## config.mk

```make
export PLATFORM = sky130hd
export DESIGN_NAME = cmd_packetizer_flat
export DESIGN_NICKNAME = d
export VERILOG_FILES = /design/src/rtl/cmd_packetizer_if.sv /design/src/rtl/cmd_packetizer.sv /design/src/flat_wrapper.sv
export SDC_FILE = /design/constraint.sdc
export NUM_CORES = 1
export LEC_CHECK = 0
export ABC_AREA = 1
export CORE_MARGIN = 10
export CORE_UTILIZATION = 48
export CTS_BUF_LIST = sky130_fd_sc_hd__clkbuf_8
export DETAILED_ROUTE_END_ITERATION = 7
export PLACE_DENSITY_LB_ADDON = 0.3
export REMOVE_ABC_BUFFERS = 1
export SETUP_SLACK_MARGIN = 0.1
export SLEW_MARGIN = 10
export SYNTH_ARGS = -nofsm -noshare
export SYNTH_HDL_FRONTEND = slang
export SYNTH_SLANG_ARGS = --single-unit
```

## constraint.sdc

```tcl
create_clock -name clk -period 1.9 [get_ports clk]
set_clock_uncertainty 0.05 [all_clocks]
set_input_delay 0.38 -clock clk [delete_from_list [all_inputs] [get_ports clk]]
set_output_delay 0.38 -clock clk [all_outputs]
set_load 0.005 [all_outputs]
```

## src/rtl/cmd_packetizer_if.sv

```systemverilog
// rtl/cmd_packetizer_if.sv - request and command-stream signal bundle for cmd_packetizer
interface cmd_packetizer_if;
  logic         req_valid;
  logic         req_ready;
  logic [7:0]   req_opcode;
  logic [15:0]  req_len;
  logic [191:0] req_payload;
  logic         cmd_valid;
  logic [31:0]  cmd_data;
  logic         cmd_ready;

  // packetizer side: consumes requests, produces the command stream
  modport master (
    input  req_valid, req_opcode, req_len, req_payload, cmd_ready,
    output req_ready, cmd_valid, cmd_data
  );

  // environment side: issues requests, sinks the command stream
  modport slave (
    output req_valid, req_opcode, req_len, req_payload, cmd_ready,
    input  req_ready, cmd_valid, cmd_data
  );
endinterface

```

## src/rtl/cmd_packetizer.sv

```systemverilog
// rtl/cmd_packetizer.sv - turns one command request into a header word plus up to six payload words
module cmd_packetizer (
  input  logic             clk,
  input  logic             rst_n,
  cmd_packetizer_if.master bus,
  output logic             busy,
  output logic             done,
  output logic             err,
  output logic [15:0]      cmd_count
);

  localparam logic [1:0] IDLE    = 2'd0;
  localparam logic [1:0] HEADER  = 2'd1;
  localparam logic [1:0] PAYLOAD = 2'd2;

  logic [1:0]   state;
  logic [15:0]  len_q;
  logic [191:0] payload_q;
  logic [2:0]   idx_q;
  logic         valid_q;
  logic [31:0]  data_q;
  logic         done_q;
  logic         err_q;
  logic [15:0]  cnt_q;
  logic         last_word;

  // Explicit word mux so indices 6 and 7 can never address beyond the payload.
  function automatic logic [31:0] word_at(input logic [191:0] p, input logic [2:0] i);
    case (i)
      3'd0:    word_at = p[31:0];
      3'd1:    word_at = p[63:32];
      3'd2:    word_at = p[95:64];
      3'd3:    word_at = p[127:96];
      3'd4:    word_at = p[159:128];
      3'd5:    word_at = p[191:160];
      default: word_at = 32'h0;
    endcase
  endfunction

  assign last_word     = ({13'd0, idx_q} == (len_q - 16'd1));
  // ready is gated by rst_n so it reads 0 throughout reset
  assign bus.req_ready = rst_n && (state == IDLE);
  assign bus.cmd_valid = valid_q;
  assign bus.cmd_data  = data_q;
  assign busy          = (state != IDLE);
  assign done          = done_q;
  assign err           = err_q;
  assign cmd_count     = cnt_q;

  // Request capture, header/payload sequencing and completion bookkeeping.
  always_ff @(posedge clk or negedge rst_n) begin
    if (!rst_n) begin
      state     <= IDLE;
      len_q     <= 16'd0;
      payload_q <= 192'd0;
      idx_q     <= 3'd0;
      valid_q   <= 1'b0;
      data_q    <= 32'd0;
      done_q    <= 1'b0;
      err_q     <= 1'b0;
      cnt_q     <= 16'd0;
    end else begin
      done_q <= 1'b0;
      err_q  <= 1'b0;
      case (state)
        IDLE: begin
          if (bus.req_valid) begin
            len_q     <= bus.req_len;
            payload_q <= bus.req_payload;
            idx_q     <= 3'd0;
            if (bus.req_len > 16'd6) begin
              err_q <= 1'b1;
            end else begin
              state   <= HEADER;
              valid_q <= 1'b1;
              data_q  <= {bus.req_opcode, 8'h00, bus.req_len};
            end
          end
        end
        HEADER: begin
          if (bus.cmd_ready) begin
            if (len_q == 16'd0) begin
              state   <= IDLE;
              valid_q <= 1'b0;
              done_q  <= 1'b1;
              cnt_q   <= cnt_q + 16'd1;
            end else begin
              state  <= PAYLOAD;
              idx_q  <= 3'd0;
              data_q <= word_at(payload_q, 3'd0);
            end
          end
        end
        PAYLOAD: begin
          if (bus.cmd_ready) begin
            if (last_word) begin
              state   <= IDLE;
              valid_q <= 1'b0;
              done_q  <= 1'b1;
              idx_q   <= 3'd0;
              cnt_q   <= cnt_q + 16'd1;
            end else begin
              idx_q  <= idx_q + 3'd1;
              data_q <= word_at(payload_q, idx_q + 3'd1);
            end
          end
        end
        default: begin
          state   <= IDLE;
          valid_q <= 1'b0;
        end
      endcase
    end
  end

  // A stalled word must be held until it is taken.
  a_stall_stable: assert property (@(posedge clk) disable iff (!rst_n)
    (bus.cmd_valid && !bus.cmd_ready) |=> $stable(bus.cmd_data));
  // Request acceptance and streaming are mutually exclusive.
  a_ready_valid_excl: assert property (@(posedge clk) disable iff (!rst_n)
    !(bus.req_ready && bus.cmd_valid));
  // Completion and rejection never coincide.
  a_done_err_excl: assert property (@(posedge clk) disable iff (!rst_n)
    !(done && err));

endmodule
```

## src/flat_wrapper.sv

```systemverilog
// flat-port wrapper written by rule: the top's interface ports become plain ports
module cmd_packetizer_flat 
  (clk, rst_n, busy, done, err, cmd_count, bus_req_valid, bus_req_opcode, bus_req_len, bus_req_payload, bus_cmd_ready, bus_req_ready, bus_cmd_valid, bus_cmd_data);
  cmd_packetizer_if bus_i ();
  input  logic clk;
  input  logic rst_n;
  output logic busy;
  output logic done;
  output logic err;
  output logic [15:0] cmd_count;
  input wire logic [$bits(bus_i.req_valid)-1:0] bus_req_valid;
  input wire logic [$bits(bus_i.req_opcode)-1:0] bus_req_opcode;
  input wire logic [$bits(bus_i.req_len)-1:0] bus_req_len;
  input wire logic [$bits(bus_i.req_payload)-1:0] bus_req_payload;
  input wire logic [$bits(bus_i.cmd_ready)-1:0] bus_cmd_ready;
  output wire logic [$bits(bus_i.req_ready)-1:0] bus_req_ready;
  output wire logic [$bits(bus_i.cmd_valid)-1:0] bus_cmd_valid;
  output wire logic [$bits(bus_i.cmd_data)-1:0] bus_cmd_data;
  assign bus_i.req_valid = bus_req_valid;
  assign bus_i.req_opcode = bus_req_opcode;
  assign bus_i.req_len = bus_req_len;
  assign bus_i.req_payload = bus_req_payload;
  assign bus_i.cmd_ready = bus_cmd_ready;
  assign bus_req_ready = bus_i.req_ready;
  assign bus_cmd_valid = bus_i.cmd_valid;
  assign bus_cmd_data = bus_i.cmd_data;
  cmd_packetizer u_core (.clk(clk), .rst_n(rst_n), .bus(bus_i), .busy(busy), .done(done), .err(err), .cmd_count(cmd_count));
endmodule
```

==> results.cfg <==
[outcome]
status = finished with violations
violations = setup timing

[synth]
ys_seq_elements = 264
yosysTopAreaCell = dfrtp_1
synth.yosys.seq_area_share = 0.5059
syn_avg_cell_area_um2 = 8.076
synth.area.top_cells = dfrtp_1 51%, a21oi_1 8.3%, nand2_1 7.6%
yosys_warnings = 0
syn_inst = 1617
syn_area_um2 = 13060
synth_top_area_share = 0.5059
synth_cell_types = 34

[grt]
antenna_found_initial = 2
grtUsageTotal = 0.2440
grt_overflow = 0
grt_start_max_net_pins = 171
grt_pass1_wl_um = 66580
grt_pass1_vias = 12733

[run]
maxCapViolations = 0

[timing]
slew_viol_final = 0
worst_slack_ns = -0.3262
rsz0062_at_grt = true
hold_viol = 0
worst_pin_slew_ns = 1.068
min_period_ns = 2.226
slew_headroom = 0.2878
setup_viol_count_final = 56
fmax_mhz = 449.2
period_share = 1.172

[drt]
top_layer = met5
wl_met1_um = 17750
wl_met2_um = 21470
ant_nets = 0
avgRoutedWirePerCell_um = 17.85
wl_met3_um = 3064
firstDrtPassIters = 4
vias = 12438
wl_um = 43160
drc_errors = 0
vias_per_cell = 5.144
drt_iter0_drc = 854

[floorplan]
rows = 60
die_x_um = 184.9
ioPinCount = 273
die_h_um = 184.9
die_area_um2 = 34200
initial_core_util = 0.4859
core_area_um2 = 26880

[pwr]
ir_drop_uv = 762.2
power_density_nw_per_um2 = 1489
p_leak_nw = 9.333

[layout]
final_design_area_no_fill_um2 = 18910
synthToLayoutAreaGrowth_pct = 44.80
nNetsFinal = 2274
layout_commonest_cell = dfrtp_1
final_cell_mix = 259 x dfrtp_1, 243 x nor2_1, 239 x nand2_1
drive_above_1_share = 0.2100
stdcell_count = 2418

[worst_setup_path]
path_common_cell = nand2_2
crit_slowest_cell = dfrtp_2
rr_startpoint = u_core.len_q[2]$_DFFE_PN0P_
worstPathRequired_ns = 2.34
path_max_fanout = 12
cpPeakStageDelay_ns = 0.49
crit_family = simple AND/OR/NAND/NOR gates
path_class = reg2reg
critical_path_arrival_ns = 2.67
crit_path_cell_trace = nor2_4 > nand2_4 > nor2_4 > buf_6 > nand2_2 > nand2_2 > nand4_1 > a21oi_1 > nand3_2 > nand2_4 > buf_12 > nand2_2 > nand2_1
path_buf_inv = 2
crit_start = u_core.len_q[2]$_DFFE_PN0P_
worstSetupEndpointType = register
worst_setup_path_start_kind = register

[place]
gp_congestion = 0.8879
dpl_worst_slack_ns = -0.4841
dpl.hpwl_um = 29950
io_buffers = 272
dp.cells = 2291
placed_area_um2 = 17170

[worst_hold_path]
hold_path.class = in2reg
hp-start = bus_req_payload[84]

[cts]
numCtsBuffers = 47
htreeDepth = 2
cts_buffer_depth = 3
cts_tree = built
clk_latency_ns = 0.57
clock_sinks = 264
cts_root_buf = clkbuf_8
clk_pin_slew_ns = 0.06
-- state kept, by name (all words and copies together), names as in the netlist --
register / flops
u_core.len_q: 16
u_core.bus.cmd_data: 32
u_core.idx_q: 3
u_core.cmd_count: 16
u_core.bus.cmd_valid: 1
u_core.state: 2
u_core.payload_q: 192
u_core.done: 1
u_core.err: 1
-- what timing repair did --
action                                 in CTS  in global routing
endpoints found under the hold margin      96                  0
cloned                                      1                  5
hold buffers                                1                  0
setup endpoints to repair                 135                 58
pin swaps                                  14                 42
gates resized for setup                   131                 45
buffers inserted                           31                  6
-- report_power, final --
part | internal, mW | total (mW) | switching (mW)
sequential | 8.20 | 9.49 | 1.29
combinational | 5.88 | 13.3 | 7.38
clock | 3.00 | 5.40 | 2.40
total | 17.1 | 28.1 | 11.1
-- path summary, 6_finish.rpt --
check | to | slack, ns | depth (start not counted)
worst max-delay path | u_core.bus.cmd_data[8]$_DFFE_PN0P_ | -0.33 | 13
worst min-delay path | u_core.payload_q[84]$_DFFE_PN0P_ | 0.32 | 3
worst max register to register | u_core.bus.cmd_data[8]$_DFFE_PN0P_ | -0.33 | 13
worst min register to register | u_core.bus.cmd_data[2]$_DFFE_PN0P_ | 0.43 | 2
max in group asynchronous | u_core.bus.cmd_data[13]$_DFFE_PN0P_ | 0.45 | 3
min in group asynchronous | u_core.len_q[6]$_DFFE_PN0P_ | 0.45 | 3
-- per-layer routing --
metal  vias up  track usage
li1       6003            -
met5         -            0
met4         2      0.06697
met1      6012       0.3039
met3        61      0.06270
met2       360       0.4104
-- worst min-delay path, cell delays in order --
cell	delay [ns]
clkdlybuf4s50_1	0.39
nor2_1	0.10
a21oi_1	0.04
-- synthesized netlist by cell type, drive strengths merged --
cell type / number
nand2: 298
dfrtp: 264
nor2: 263
inv: 226
a21oi: 216
nand3: 64
clkbuf: 60
o22ai: 55
o21ai: 50
mux2: 47
buf: 23
ha: 11
xnor2: 9
nand4: 8
xor2: 8
nor4: 5
nand3b: 3
and2: 2
nor3: 2
a31oi: 1
and3: 1
nand2b: 1
-- final cells by class --
cell class | instances | area [um^2]
antenna | 1 | 2.502
clock buffer | 61 | 839.6
clock inverter | 21 | 122.6
fill | 2137 | 7966
inverter | 226 | 848.3
multi-input combinational | 1045 | 5602
sequential | 264 | 6613
tap | 341 | 426.7
timing repair buffer | 459 | 4456
-- kinds of logic after synthesis --
family          synth area share
fa+ha+maj                0.01054
compound gates            0.1296
buf+inv                  0.09466
simple gates              0.2073
xor+xnor                 0.01140
mux                      0.04053
flops                     0.5059
-- per-stage QoR --
stage / hold slack [ns] / TNS [ns] / power [mW] / utilization
final: 0.3250 / -15.09 / 28.15 / 0.7036
after global routing: 0.3227 / -23.51 / 30.17 / 0.7035
after CTS: 0.3155 / -10.74 / 27.65 / 0.6919
after detailed placement: 0.4124 / -22.00 / 21.68 / 0.6390
after global placement: 0.4186 / -20.01 / 21.22 / 0.6390
after floorplan: 0.03441 / -1176.96 / 13.52 / -
Note: power is estimated with default switching activity, not from simulation.
